===== config.mk =====
export PLATFORM = sky130hd
export DESIGN_NAME = spi_master
export DESIGN_NICKNAME = d
export VERILOG_FILES = /design/src/rtl/spi_master.sv
export SDC_FILE = /design/constraint.sdc
export NUM_CORES = 1
export LEC_CHECK = 0
export CAP_MARGIN = 20
export CORE_MARGIN = 8
export CORE_UTILIZATION = 50
export DETAILED_ROUTE_END_ITERATION = 10
export PLACE_DENSITY = 0.77
export REMOVE_ABC_BUFFERS = 1
export SETUP_SLACK_MARGIN = 0.05
export SYNTH_ARGS = -nofsm -noshare
export SYNTH_HDL_FRONTEND = slang
export SYNTH_SLANG_ARGS = --single-unit
export TNS_END_PERCENT = 50

===== constraint.sdc =====
create_clock -name clk -period 2 [get_ports clk]
set_input_delay 0.3 -clock clk [delete_from_list [all_inputs] [get_ports clk]]
set_output_delay 0.3 -clock clk [all_outputs]
set_load 0.05 [all_outputs]

===== src/rtl/spi_master.sv =====
// SPI master: sends one (MEM_WIDTH+2)-bit command frame MSB-first on MOSI.
// RD_DATA frames also turn the link around and capture a MEM_WIDTH-bit reply from MISO.
module spi_master #(
   parameter int MEM_WIDTH     = 8,
   parameter int RD_TURNAROUND = 2
) (
   input  logic                 clk,
   input  logic                 rst,
   input  logic                 cmd_valid,
   output logic                 cmd_ready,
   input  logic [1:0]           cmd_control,
   input  logic [MEM_WIDTH-1:0] cmd_payload,
   output logic                 SS_n,
   output logic                 MOSI,
   input  logic                 MISO,
   output logic                 rd_valid,
   output logic [MEM_WIDTH-1:0] rd_data,
   output logic                 busy,
   output logic [2:0]           dbg_state
);

   localparam int FW     = MEM_WIDTH + 2;
   localparam int CW_RAW = $clog2(FW + RD_TURNAROUND + 1);
   localparam int CW     = (CW_RAW < 4) ? 4 : CW_RAW;

   localparam logic [1:0] RD_DATA = 2'b11;

   typedef enum logic [2:0] {
      IDLE  = 3'd0,
      CMD   = 3'd1,
      SHIFT = 3'd2,
      WAIT  = 3'd3,
      RECV  = 3'd4,
      GAP   = 3'd5
   } state_e;

   state_e                 state_q;
   logic [FW-1:0]          shreg_q;
   logic [CW-1:0]          cnt_q;
   logic                   is_rd_q;
   logic                   ss_n_q;
   logic                   mosi_q;
   logic                   rd_valid_q;
   logic [MEM_WIDTH-2:0]   rx_q;
   logic [MEM_WIDTH-1:0]   rx_d;
   logic [MEM_WIDTH-1:0]   rd_data_q;

   // Handshake: a command is taken on a rising edge where cmd_valid && cmd_ready;
   // cmd_ready is high only in IDLE outside reset, and the requester must hold
   // cmd_valid and its fields stable until that edge.
   assign cmd_ready = (state_q == IDLE) && !rst;
   assign busy      = !cmd_ready;
   assign SS_n      = ss_n_q;
   assign MOSI      = mosi_q;
   assign rd_valid  = rd_valid_q;
   assign rd_data   = rd_data_q;
   assign dbg_state = state_q;

   // Reply byte including the bit arriving on the current edge.
   assign rx_d = {rx_q, MISO};

   always_ff @(posedge clk) begin
      if (rst) begin
         state_q    <= IDLE;
         shreg_q    <= '0;
         cnt_q      <= '0;
         is_rd_q    <= 1'b0;
         ss_n_q     <= 1'b1;
         mosi_q     <= 1'b0;
         rd_valid_q <= 1'b0;
         rx_q       <= '0;
         rd_data_q  <= '0;
      end else begin
         rd_valid_q <= 1'b0;
         case (state_q)
            IDLE: begin
               ss_n_q <= 1'b1;
               mosi_q <= 1'b0;
               if (cmd_valid && cmd_ready) begin
                  shreg_q <= {cmd_control, cmd_payload};
                  is_rd_q <= (cmd_control == RD_DATA);
                  ss_n_q  <= 1'b0;
                  mosi_q  <= cmd_control[1];
                  state_q <= CMD;
               end
            end
            CMD: begin
               mosi_q  <= shreg_q[FW-1];
               shreg_q <= {shreg_q[FW-2:0], 1'b0};
               cnt_q   <= CW'(FW - 1);
               state_q <= SHIFT;
            end
            SHIFT: begin
               if (cnt_q == '0) begin
                  mosi_q <= 1'b0;
                  if (is_rd_q) begin
                     cnt_q   <= CW'(RD_TURNAROUND - 1);
                     state_q <= WAIT;
                  end else begin
                     ss_n_q  <= 1'b1;
                     state_q <= GAP;
                  end
               end else begin
                  mosi_q  <= shreg_q[FW-1];
                  shreg_q <= {shreg_q[FW-2:0], 1'b0};
                  cnt_q   <= cnt_q - 1'b1;
               end
            end
            WAIT: begin
               if (cnt_q == '0) begin
                  cnt_q   <= CW'(MEM_WIDTH - 1);
                  state_q <= RECV;
               end else begin
                  cnt_q <= cnt_q - 1'b1;
               end
            end
            RECV: begin
               rx_q <= rx_d[MEM_WIDTH-2:0];
               if (cnt_q == '0) begin
                  rd_data_q  <= rx_d;
                  rd_valid_q <= 1'b1;
                  ss_n_q     <= 1'b1;
                  state_q    <= GAP;
               end else begin
                  cnt_q <= cnt_q - 1'b1;
               end
            end
            GAP: begin
               ss_n_q  <= 1'b1;
               mosi_q  <= 1'b0;
               is_rd_q <= 1'b0;
               state_q <= IDLE;
            end
            default: begin
               ss_n_q  <= 1'b1;
               mosi_q  <= 1'b0;
               state_q <= IDLE;
            end
         endcase
      end
   end

endmodule


-- Yosys cells after proc, flatten, opt, wreduce, memory -nomap -nowiden
Cells that the tools add are included.
- output and inout bits: 16
- word-level logic and storage cells: 69
- flip-flop bits (word level): 36
- input port bits: 14
- add/sub/neg operators: 1
- reductions and logical operators: 18
- muxes and demuxes: 25
- equality and inequality tests: 14
- bitwise gates (word level): 2
- operator list (kind ; count):
    $pmux W10 S3 ; 1
    $mux W10 ; 2
    $mux W4 ; 4
    $pmux W4 S4 ; 1
    $mux W3 ; 5
    $pmux W3 S5 ; 1
    $ne A2 B2 Y1 const B ; 6
    $mux W1 ; 8
    $pmux W1 S4 ; 2
    $reduce_and A4 Y1 ; 2
    $eq A3 B2 Y1 const B ; 2
    $eq A3 B3 Y1 const B ; 2
    $reduce_and A3 Y1 ; 2
    $reduce_or A2 Y1 ; 3
    $logic_not A4 Y1 ; 1
    $reduce_and A2 Y1 ; 2
    $reduce_bool A4 Y1 ; 1
    $sub A4 B1 Y4 const B ; 1
    $eq A3 B1 Y1 const B ; 1
    $logic_not A3 Y1 ; 1
    $ne A3 B3 Y1 const B ; 1
    $reduce_bool A3 Y1 ; 1
    $eq A2 B2 Y1 const B ; 1
    $logic_and A1 B1 Y1 ; 2
    5 further kinds ; 7

-- Logic depth before layout (Yosys ltp)
Gate-level depths: netlist of the first run.
- depth in word-level cells: 5
- gate-level depth with buffers: 8
- depth with buffers taken out: 6

-- Worst setup path after synthesis of the first run
Ideal clock, no wire load.
- path type: register to output
- start: register state_q[0], in the netlist dbg_state[0]
- end: output busy
- cell stages (with the launch flop): 5
- arrival: 3025 ps
- path slack: -1325 ps
- cells stage by stage: dfxtp_1 -> buf_2 -> clkbuf_1 -> nor4_1 -> inv_2
- word-level cells in the longest chain between the ends: 3
- RTL lines (item ; RTL line ; RTL):
    start: declaration ; 37 ; state_e state_q;
    start signal: assignment ; 64 ; state_q <= IDLE;
    start signal: assignment ; 84 ; state_q <= CMD;
    start signal: assignment ; 91 ; state_q <= SHIFT;
    $logic_not A3 Y1 ; 51 ; assign cmd_ready = (state_q == IDLE) && !rst;
    $logic_and A1 B1 Y1 ; 51 ;
    via cmd_ready ; 10 ; output logic cmd_ready,
    $logic_not A1 Y1 ; 52 ; assign busy = !cmd_ready;
    end: declaration ; 18 ; output logic busy,
The timed path passes the listed nets, and every way through them passes these cells.

-- Final worst setup path of the first run
- start: register state_q[2], in the netlist dbg_state[2]
- end: output busy
- word-level cells in the longest chain between the ends: 3
- RTL lines (item ; RTL line):
    $logic_not A3 Y1 ; 51
    $logic_and A1 B1 Y1 ; 51
    $logic_not A1 Y1 ; 52
Every way passes these cells.

==> flow_results.xml, run 1 <==
<?xml version="1.0" encoding="UTF-8"?>
<metrics>
  <group name="grt">
    <metric name="grt_use_total" unit="">0.169</metric>
    <metric name="first_pass_grt_wire_length" unit="mm">7.35</metric>
    <metric name="gr-total-overflow" unit="">0</metric>
    <metric name="grt_start_max_net_pins" unit="">38</metric>
    <metric name="via_count_of_the_first_global_routing_pass" unit="">1594</metric>
    <metric name="grt_antenna_before_repair" unit="">0</metric>
  </group>
  <group name="route">
    <metric name="detailedRoute.firstPassIterationCount" unit="">4</metric>
    <metric name="avgRoutedWirePerCell" unit="um">14.5</metric>
    <metric name="drtIter0Drc" unit="">124</metric>
    <metric name="post_drt_via_cell_ratio" unit="">5.57</metric>
    <metric name="detail_route.wirelength" unit="mm">4.29</metric>
    <metric name="vias" unit="">1654</metric>
    <metric name="drtAntennaViolNets" unit="">0</metric>
    <metric name="drt_drc_violations_left" unit="">0</metric>
  </group>
  <group name="synth">
    <metric name="post_synth_cell_types" unit="">44</metric>
    <metric name="synth-main-ff-cell" unit="">sky130_fd_sc_hd__dfxtp_1</metric>
    <metric name="avgSynthCellArea" unit="um^2">8.35</metric>
    <metric name="synth_warnings" unit="">0</metric>
    <metric name="synth_seq_cells" unit="">36</metric>
    <metric name="synth-seq-area-share" unit="">0.405</metric>
    <metric name="synth-edff-count" unit="">0</metric>
    <metric name="synth-async-reset-ratio" unit="">0</metric>
    <metric name="synth_area" unit="um^2">1780</metric>
    <metric name="postSynthCellCount" unit="">213</metric>
  </group>
  <group name="setup_path">
    <metric name="cp_slowest_cell" unit="">sky130_fd_sc_hd__dfxtp_4</metric>
    <metric name="crit_cells" unit="">5</metric>
    <metric name="worst_r2r_path_depth" unit="">6</metric>
    <metric name="nature_of_the_critical_path_startpoint" unit="">flop</metric>
    <metric name="timing.critical_path.arrival" unit="ps">1600</metric>
    <metric name="most_frequent_cp_cell" unit="">sky130_fd_sc_hd__buf_4</metric>
    <metric name="timing.critical_path.max_delay_family" unit="">buffers and inverters</metric>
    <metric name="critical_path.endpoint_type" unit="">primary output</metric>
    <metric name="critical_path.n_buffers_inverters" unit="">4</metric>
    <metric name="worstPathCellList" unit="">buf_4 -&gt; nor4_2 -&gt; buf_4 -&gt; inv_2 -&gt; buf_4</metric>
    <metric name="worstSetupPathType" unit="">reg2out</metric>
    <metric name="worst-path-max-fanout" unit="">12</metric>
    <metric name="required" unit="ps">1700</metric>
    <metric name="max_stage_delay" unit="ps">410</metric>
  </group>
  <group name="cts">
    <metric name="num_cts_buffers" unit="">5</metric>
    <metric name="clock_latency" unit="ps">350</metric>
    <metric name="path_clk_slew" unit="ps">110</metric>
    <metric name="max-clock-path-buffers" unit="">2</metric>
    <metric name="tritoncts_clock_tree" unit="">done</metric>
    <metric name="htree_levels" unit="">2</metric>
    <metric name="clock_sink_count" unit="">36</metric>
    <metric name="cts.repair_timing.setup_buffer_count" unit="">0</metric>
    <metric name="clock_tree.root_cell" unit="">sky130_fd_sc_hd__clkbuf_4</metric>
  </group>
  <group name="layout">
    <metric name="stdcell_count" unit="">297</metric>
    <metric name="post_route_cells_drive_above_1_share" unit="">0.183</metric>
    <metric name="final_design_area_no_fill" unit="um^2">2310</metric>
    <metric name="num_antenna_cells" unit="">0</metric>
    <metric name="area_delta_synth_final" unit="%">29.9</metric>
    <metric name="number_of_nets_in_the_finished_design" unit="">266</metric>
    <metric name="post-route-util" unit="">0.682</metric>
    <metric name="fillCellCount" unit="">284</metric>
  </group>
  <group name="timing">
    <metric name="worst_slew_margin_rel" unit="">0.651</metric>
    <metric name="clock.fmax" unit="MHz">528</metric>
    <metric name="rsz_0062_raised_after_global_routing" unit="">true</metric>
    <metric name="report.final.hold_viol_count" unit="">0</metric>
    <metric name="report.final.setup_viol" unit="">0</metric>
    <metric name="period_needed" unit="ps">1900</metric>
    <metric name="final_report_max_slew_violation_count" unit="">0</metric>
    <metric name="least_margin_pin_slew" unit="ps">520</metric>
    <metric name="fin_crit_sh" unit="">0.948</metric>
    <metric name="finalClockSkew" unit="ps">2.80</metric>
  </group>
  <group name="power">
    <metric name="power_per_cell_area" unit="nW/um^2">1660</metric>
    <metric name="max-vdd-ir-drop" unit="mV">1.15</metric>
    <metric name="fin_total_pwr" unit="W">0.00384</metric>
    <metric name="power_leakage" unit="nW">0.835</metric>
  </group>
  <group name="die">
    <metric name="floorplan.die_area" unit="um^2">5720</metric>
    <metric name="initial_utilization" unit="">0.525</metric>
    <metric name="floorplan.die.width" unit="um">75.7</metric>
    <metric name="core_region_area" unit="um^2">3390</metric>
    <metric name="floorplan.rows" unit="">21</metric>
    <metric name="die_height" unit="um">75.7</metric>
    <metric name="boundaryPins" unit="">30</metric>
  </group>
  <group name="outcome">
    <metric name="status" unit="">completed</metric>
  </group>
  <group name="placed_design">
    <metric name="place_inst" unit="">289</metric>
    <metric name="dp.final_hpwl" unit="mm">3.02</metric>
    <metric name="dpl-instance-area" unit="um^2">2210</metric>
    <metric name="io_buffer_count" unit="">29</metric>
    <metric name="routabilityCongestion" unit="">0.794</metric>
  </group>
  <group name="job">
    <metric name="timing.max_cap.violations" unit="">0</metric>
  </group>
  <group name="worst_hold_path">
    <metric name="worstHoldPathCells" unit="">2</metric>
    <metric name="hp-class" unit="">reg2reg</metric>
  </group>
</metrics>
worst paths after layout:
check	from	to	slack [ps]
worst max-delay path	dbg_state[2]$_SDFFE_PP0P_	busy	100
worst min-delay path	rd_data[6]$_SDFFE_PP0P_	rd_data[6]$_SDFFE_PP0P_	460
worst max register to register	cnt_q[1]$_SDFFE_PP0P_	cnt_q[2]$_SDFFE_PP0P_	210
worst min register to register	rd_data[6]$_SDFFE_PP0P_	rd_data[6]$_SDFFE_PP0P_	460
final cells by class:
class / count / area [um^2] / share of cell area
clock inverters: 2 / 35.0 / 0.0152
inverters: 7 / 26.3 / 0.0114
clock buffers: 6 / 41.3 / 0.0179
well taps: 46 / 57.6 / 0.0249
repair buffers: 48 / 458 / 0.198
flip-flops and latches: 36 / 726 / 0.314
multi-input cells: 152 / 967 / 0.419
per-layer routing:
layer  GRT usage  vias to the layer above  share of wire
met5           0                        -              0
met4      0.0682                        0          0.015
met3      0.0553                        6          0.059
met1       0.204                      757           0.44
met2       0.270                       45           0.49
li1            -                      846              -
sequential cells by signal (all words and copies together), names as in the netlist:
register   count
MOSI           1
SS_n           1
cnt_q          4
dbg_state      3
is_rd_q        1
rd_data        8
rd_valid       1
rx_q           7
shreg_q       10
kinds of logic after synthesis:
group | count (synthesis) | synth area share
AO/OA/AOI/OAI | 61 | 0.226
XOR/XNOR | 1 | 0.00492
adder cells (fa/ha/maj) | 2 | 0.0141
buffers and inverters | 25 | 0.0626
flip-flops | 36 | 0.405
multiplexers | 10 | 0.0563
AND/OR/NAND/NOR | 78 | 0.231
power breakdown:
part	total, W	switching [W]	internal (W)
combinational	0.00221	0.00123	0.000984
clock	0.000512	0.000250	0.000262
sequential	0.00111	0.000199	0.000912
total	0.00384	0.00168	0.00216
layout by cell type (no fill, tap or decap), types with 3 or more instances in the layout:
master | netlist | final
sky130_fd_sc_hd__mux2i_1 | 10 | 10
sky130_fd_sc_hd__clkbuf_4 | 0 | 5
sky130_fd_sc_hd__nand2_1 | 30 | 30
sky130_fd_sc_hd__clkdlybuf4s50_1 | 0 | 24
sky130_fd_sc_hd__o21ai_0 | 3 | 3
sky130_fd_sc_hd__nand3_1 | 10 | 10
sky130_fd_sc_hd__buf_4 | 0 | 21
sky130_fd_sc_hd__a211oi_1 | 12 | 12
sky130_fd_sc_hd__a21o_1 | 4 | 4
sky130_fd_sc_hd__nor3_1 | 12 | 12
sky130_fd_sc_hd__inv_1 | 4 | 4
sky130_fd_sc_hd__o21ai_1 | 3 | 3
sky130_fd_sc_hd__nor2_1 | 7 | 7
sky130_fd_sc_hd__dfxtp_1 | 36 | 34
sky130_fd_sc_hd__inv_2 | 3 | 3
sky130_fd_sc_hd__buf_12 | 0 | 3
sky130_fd_sc_hd__a21oi_1 | 23 | 23
cells in the mapped netlist (all sizes together) (2+ instances only):
| cell type | instances | area (um^2) |
|---|---|---|
| or4b | 2 | 20.0 |
| or3b | 3 | 26.3 |
| a21oi | 23 | 115 |
| nor4 | 3 | 25.0 |
| clkbuf | 9 | 33.8 |
| nand2b | 2 | 12.5 |
| a31oi | 3 | 18.8 |
| inv | 7 | 26.3 |
| nand3 | 10 | 50.1 |
| nor2 | 8 | 37.5 |
| nor3 | 12 | 60.1 |
| nand2 | 30 | 113 |
| a21o | 4 | 30.0 |
| a211oi | 12 | 90.1 |
| mux2i | 10 | 100 |
| buf | 9 | 51.3 |
| ha | 2 | 25.0 |
| dfxtp | 36 | 721 |
| nor3b | 2 | 25.0 |
| nor2b | 2 | 12.5 |
| o21ai | 6 | 30.0 |
| a2111oi | 2 | 23.8 |
through the flow:
step                TNS (ps)  hold slack (ps)  setup slack [ps]
global placement           0              442              25.1
detailed placement      -265              446             -44.0
global route               0              482              23.0
CTS                        0              462              52.7
finish                     0              460               104
floorplan             -11400              369             -1160
worst reg2reg max path, stage by stage (launching register included):
cell	delay (ps)
sky130_fd_sc_hd__dfxtp_2	350
sky130_fd_sc_hd__inv_1	70
sky130_fd_sc_hd__ha_2	210
sky130_fd_sc_hd__or3b_4	450
sky130_fd_sc_hd__o21ai_1	140
sky130_fd_sc_hd__o211ai_1	200
sky130_fd_sc_hd__o2111a_1	280
timing repair:
| action | CTS | global route |
|---|---|---|
| endpoints found under the setup margin | 2 | 18 |
| hold buffers | 0 | 0 |
| gates resized for setup | 2 | 6 |
| pin swaps | 0 | 1 |
(Power assumes the default switching activity.)
==> run 2: changes to the inputs <==
--- a/config.mk
+++ b/config.mk
@@ -6,11 +6,9 @@
 export NUM_CORES = 1
 export LEC_CHECK = 0
 export CAP_MARGIN = 20
-export CORE_MARGIN = 8
 export CORE_UTILIZATION = 50
 export DETAILED_ROUTE_END_ITERATION = 10
 export PLACE_DENSITY = 0.77
-export REMOVE_ABC_BUFFERS = 1
 export SETUP_SLACK_MARGIN = 0.05
 export SYNTH_ARGS = -nofsm -noshare
 export SYNTH_HDL_FRONTEND = slang
==> run 2 against run 1 <==
  * Core utilization down 2.2 points
  * Flip-flop and latch count unchanged
  * Die area shrank 34%
  * Sequential share of layout area rose by 1.6 points
  * Total power shrank 5.7%
  * Register-to-register slack about the same
  * Fmax increased by 4.4%
  * Combinational power down 14%
  * Highest routed layer unchanged
==> flow_results.xml, run 2 (synthesis results as in run 1) <==
<?xml version="1.0" encoding="UTF-8"?>
<metrics>
  <group name="cts">
    <metric name="path_clk_slew" unit="ps">110</metric>
    <metric name="clock_latency" unit="ps">350</metric>
    <metric name="post_cts_hold_buffer_count" unit="">0</metric>
    <metric name="clock_tree.root_cell" unit="">sky130_fd_sc_hd__clkbuf_4</metric>
    <metric name="num_cts_buffers" unit="">5</metric>
    <metric name="tritoncts_clock_tree" unit="">done</metric>
    <metric name="max-clock-path-buffers" unit="">2</metric>
    <metric name="htree_levels" unit="">2</metric>
    <metric name="clock_sink_count" unit="">36</metric>
  </group>
  <group name="grt">
    <metric name="first_pass_grt_wire_length" unit="mm">6.40</metric>
    <metric name="grt_antenna_before_repair" unit="">0</metric>
    <metric name="grt_use_total" unit="">0.227</metric>
    <metric name="gr-total-overflow" unit="">0</metric>
    <metric name="grt_start_max_net_pins" unit="">38</metric>
    <metric name="via_count_of_the_first_global_routing_pass" unit="">1454</metric>
  </group>
  <group name="timing">
    <metric name="period_needed" unit="ps">1810</metric>
    <metric name="clock.fmax" unit="MHz">551</metric>
    <metric name="report.final.setup_viol" unit="">0</metric>
    <metric name="worst_slew_margin_rel" unit="">0.645</metric>
    <metric name="final_report_max_slew_violation_count" unit="">0</metric>
    <metric name="fin_crit_sh" unit="">0.907</metric>
    <metric name="rsz_0062_raised_after_global_routing" unit="">true</metric>
    <metric name="report.final.hold_viol_count" unit="">0</metric>
    <metric name="totalNegativeSetupSlack" unit="ps">0</metric>
    <metric name="finalClockSkew" unit="ps">12.3</metric>
    <metric name="least_margin_pin_slew" unit="ps">530</metric>
  </group>
  <group name="route">
    <metric name="vias" unit="">1633</metric>
    <metric name="detail_route.wirelength" unit="mm">3.80</metric>
    <metric name="drt_drc_violations_left" unit="">0</metric>
    <metric name="avgRoutedWirePerCell" unit="um">13.2</metric>
    <metric name="detailedRoute.firstPassIterationCount" unit="">4</metric>
    <metric name="drtAntennaViolNets" unit="">0</metric>
    <metric name="drtIter0Drc" unit="">109</metric>
    <metric name="post_drt_via_cell_ratio" unit="">5.69</metric>
  </group>
  <group name="setup_path">
    <metric name="timing.critical_path.arrival" unit="ps">1510</metric>
    <metric name="worstSetupPathType" unit="">reg2out</metric>
    <metric name="timing.critical_path.max_delay_family" unit="">buffers and inverters</metric>
    <metric name="cp_slowest_cell" unit="">sky130_fd_sc_hd__clkdlybuf4s50_1</metric>
    <metric name="nature_of_the_critical_path_startpoint" unit="">flop</metric>
    <metric name="worst-path-max-fanout" unit="">2</metric>
    <metric name="critical_path.n_buffers_inverters" unit="">1</metric>
    <metric name="critical_path.endpoint_type" unit="">primary output</metric>
    <metric name="crit_start" unit="">MOSI$_SDFFE_PP0N_</metric>
    <metric name="max_stage_delay" unit="ps">800</metric>
    <metric name="r2r_start" unit="">cnt_q[1]$_SDFFE_PP0P_</metric>
    <metric name="worstPathCellList" unit="">clkdlybuf4s50_1</metric>
    <metric name="required" unit="ps">1700</metric>
  </group>
  <group name="placed_design">
    <metric name="io_buffer_count" unit="">29</metric>
    <metric name="dp.final_hpwl" unit="mm">2.51</metric>
    <metric name="place_inst" unit="">279</metric>
    <metric name="routabilityCongestion" unit="">0.775</metric>
    <metric name="dpl-instance-area" unit="um^2">2140</metric>
  </group>
  <group name="layout">
    <metric name="layout.area.seq" unit="um^2">732</metric>
    <metric name="layout.cells.most_common_list" unit="">sky130_fd_sc_hd__dfxtp_1 (33), sky130_fd_sc_hd__nand2_1 (30), sky130_fd_sc_hd__clkdlybuf4s50_1 (24)</metric>
    <metric name="largest_register_ffs" unit="">10</metric>
    <metric name="post_route_cells_drive_above_1_share" unit="">0.129</metric>
    <metric name="final_design_area_no_fill" unit="um^2">2220</metric>
    <metric name="area_delta_synth_final" unit="%">24.7</metric>
    <metric name="largest_register" unit="">shreg_q</metric>
    <metric name="number_of_nets_in_the_finished_design" unit="">256</metric>
    <metric name="final_common_cell" unit="">sky130_fd_sc_hd__dfxtp_1</metric>
    <metric name="stdcell_count" unit="">287</metric>
    <metric name="multiInputGateArea" unit="um^2">965</metric>
    <metric name="fillCellCount" unit="">302</metric>
    <metric name="num_antenna_cells" unit="">0</metric>
  </group>
  <group name="power">
    <metric name="power_per_cell_area" unit="nW/um^2">1630</metric>
    <metric name="internal-power" unit="W">0.00201</metric>
    <metric name="power_leakage" unit="nW">0.787</metric>
    <metric name="p_seq_frac" unit="">0.334</metric>
    <metric name="clkPwrFrac" unit="">0.141</metric>
    <metric name="power_switching_share" unit="">0.445</metric>
    <metric name="p_switching" unit="W">0.00161</metric>
    <metric name="pwr-share-comb" unit="">0.525</metric>
    <metric name="max-vdd-ir-drop" unit="mV">0.770</metric>
    <metric name="fin_total_pwr" unit="W">0.00362</metric>
  </group>
  <group name="die">
    <metric name="floorplan.rows" unit="">21</metric>
    <metric name="core_region_area" unit="um^2">3360</metric>
    <metric name="initial_utilization" unit="">0.529</metric>
    <metric name="die_height" unit="um">61.7</metric>
    <metric name="floorplan.die_area" unit="um^2">3800</metric>
    <metric name="boundaryPins" unit="">30</metric>
    <metric name="floorplan.die.width" unit="um">61.7</metric>
  </group>
  <group name="worst_hold_path">
    <metric name="hp-class" unit="">reg2reg</metric>
    <metric name="holdCritStartpoint" unit="">rd_data[6]$_SDFFE_PP0P_</metric>
  </group>
  <group name="synth">
    <metric name="synth.net_count" unit="">229</metric>
  </group>
  <group name="job">
    <metric name="timing.max_cap.violations" unit="">0</metric>
  </group>
  <group name="outcome">
    <metric name="status" unit="">completed</metric>
  </group>
</metrics>
run 2: cell count changes in the layout (fill, tap and decap cells not counted), sizes merged:
cell | previous run | this run
buf | 24 | 11
dlygate4sd2 | 0 | 3
run 2: power by group through the flow:
stage | Clock [W] | Sequential [W] | Combinational [W]
after floorplan | 0 | 0.00119 | 0.00157
after global placement | 0 | 0.00122 | 0.00190
after detailed placement | 0 | 0.00122 | 0.00190
after CTS | 0.000519 | 0.00121 | 0.00189
after global routing | 0.000544 | 0.00126 | 0.00209
final | 0.000509 | 0.00121 | 0.00190
run 2: worst paths after layout:
check / end / slack [ps] / cells past startpoint
worst max-delay path: MOSI / 190 / 1
worst min-delay path: rd_data[6]$_SDFFE_PP0P_ / 460 / 2
worst min register to register: rd_data[6]$_SDFFE_PP0P_ / 460 / 2
worst max register to register: shreg_q[8]$_SDFFE_PP0P_ / 200 / 8
run 2: worst reg2reg max path, stage by stage, from the launching register on:
cell and delay, ps:
sky130_fd_sc_hd__dfxtp_1 390, sky130_fd_sc_hd__inv_1 80, sky130_fd_sc_hd__ha_1 190, sky130_fd_sc_hd__buf_4 140, sky130_fd_sc_hd__nor3b_2 160, sky130_fd_sc_hd__nor4_1 260
sky130_fd_sc_hd__buf_4 240, sky130_fd_sc_hd__nor3_1 60, sky130_fd_sc_hd__a211oi_1 220
run 2: final cells by class:
class                      count  area share
clock inverter                 2      0.0158
sequential                    36       0.330
inverter                       7      0.0118
timing repair buffer          38       0.163
clock buffer                   6      0.0186
multi-input combinational    152       0.435
tap                           46      0.0259
run 2: through the flow:
step,setup WS (ps),hold slack [ps],utilization
after floorplan,39.4,436,-
after global placement,102,445,0.637
after detailed placement,89.3,451,0.637
after CTS,114,467,0.659
after global routing,32.3,484,0.660
final,185,462,0.660
run 2: per-layer routing:
| layer | track usage | part of all wire | up-vias | wire length (um) |
|---|---|---|---|---|
| li1 | - | - | 829 | - |
| met1 | 0.291 | 0.47 | 757 | 1790 |
| met2 | 0.359 | 0.47 | 40 | 1790 |
| met3 | 0.0462 | 0.041 | 7 | 155 |
| met4 | 0.114 | 0.017 | 0 | 63 |
| met5 | 0 | 0 | - | 0 |
run 2: repair_timing:
item                       in CTS  in global routing
resized for setup               3                  1
setup endpoints to repair       3                  3
buffers inserted                0                  0
==> edit (flow settings as in run 1) <==
`MEM_WIDTH`: 8 -> 16.
--- a/src/rtl/spi_master.sv
+++ b/src/rtl/spi_master.sv
@@ -1,7 +1,7 @@
 // SPI master: sends one (MEM_WIDTH+2)-bit command frame MSB-first on MOSI.
 // RD_DATA frames also turn the link around and capture a MEM_WIDTH-bit reply from MISO.
 module spi_master #(
-   parameter int MEM_WIDTH     = 8,
+   parameter int MEM_WIDTH     = 16,
    parameter int RD_TURNAROUND = 2
 ) (
    input  logic                 clk,
Interface: changed (resized cmd_payload and rd_data); port bits go from 30 to 46. The function was not compared with the original's and may differ.
==> edit against run 1 <==
  * Worst setup slack better by 28 ps
  * Die area rose by 47%
  * Area after synthesis increased by 62%
  * Count of clock-buffer cells in the layout is 4 higher
  * Worst hold slack worse by 210 ps
  * Routed wire length up 67%
  * Design area is 62% higher
  * Power increased by 58%
  * Sequential cell count up 25
  * Final cell count is 58% higher
  * Largest power group unchanged
==> edit: results (changes against run 1) <==
stage	metric	value	unit	change
drt	wl_per_cell	15.3	um	+5.7%
worst_setup_path	timing.rr.start	cnt_q[0]		
yosys	avgSynthCellArea	8.43	um^2	+0.94%
sta	worst_pin_slew	649	ps	+129 ps
power_and_ir_drop	peakVddDrop	1410	uV	+22%
drt	first_pass_iters	5		+1
clock_tree	root_buffer	clkbuf_8		
clock_tree	clock_latency	330	ps	-20 ps
power_and_ir_drop	p_sw_frac	0.423		-0.0148
sta	clock-skew-final	9.13	ps	+6.33 ps
place	place_congestion	0.844		+6.3%
final_layout	drive_above_1_share	0.174		-0.00946
drt	wl_met1	3220	um	+72%
worst_hold_path	hold_path.class	in -> reg		
yosys	synthMuxAreaShare	0		-0.0563
worst_setup_path	worstReg2RegEnd	shreg_q[3]		
worst_hold_path	worstHoldStart	rst		
yosys	synth_common_cells	nand2_1 (69), dfxtp_1 (61), a21oi_1 (40)		
drt	met2_length	3390	um	+62%
power_and_ir_drop	p_seq	1.73	mW	+56%
global_route	grtUsageTotal	0.171		+0.00238
worst_setup_path	cp_max_fo	15		+3
worst_setup_path	worstPathArrival	2040	ps	+440 ps
global_route	use_met2	0.269		-0.00147
power_and_ir_drop	pwr.group.clock	1.12	mW	+120%
global_route	grt_util_met3	0.0416		-0.0137
global_route	grtUsageMet1	0.220		+0.0164
yosys	synth_compound_area_frac	0.294		+0.0673
clock_tree	htreeDepth	3		+1
place	placed_area	3500	um^2	+59%
drt	vias_per_cell	5.68		+2.0%
yosys	synthAdderAreaFrac	0.00870		-0.00536
final_layout	largest_reg_flops	18		+8
worst_hold_path	holdPathEnd	dbg_state[0]		
drt	drtIter0Drc	169		+36%
status	status	complete, no violations		
global_route	grt_pass1_wl	12200	um	+66%
final_layout	layout.cells.non_filler	469		+58%
power_and_ir_drop	power_leakage	1.31	nW	+57%
place	dp_slack	-21.4	ps	+22.5 ps
global_route	grt_max_degree	60		+58%
place	dp.cells	453		+57%
worst_setup_path	rrSetupSlack	130	ps	-80 ps
==> edit: worst max-delay path by stage <==
stage,from,to,slack (ps),depth (start not counted)
after global placement,cnt_q[1],cnt_q[3],90,7
final,cnt_q[0],shreg_q[3],130,7
after global routing,cnt_q[1],shreg_q[3],30,7
after detailed placement,cnt_q[0],cnt_q[3],-20,7
after CTS,dbg_state[1],busy,50,5
after floorplan,dbg_state[2],busy,-1590,2
==> edit: worst max-delay path, cell delays in order (launching register included) <==
cell,delay (ps)
dfxtp_1,320
inv_1,80
ha_1,160
or4b_4,510
nand4_4,140
and2_1,220
buf_12,180
a221oi_1,100
==> edit: area by class of cell <==
| class | instances | area [um^2] |
|---|---|---|
| clock buffers | 10 | 138 |
| multi-input cells | 229 | 1450 |
| inverters | 24 | 90.1 |
| clock inverters | 6 | 61.3 |
| repair buffers | 67 | 689 |
| fillers | 467 | 1800 |
| well taps | 72 | 90.1 |
| flip-flops and latches | 61 | 1220 |
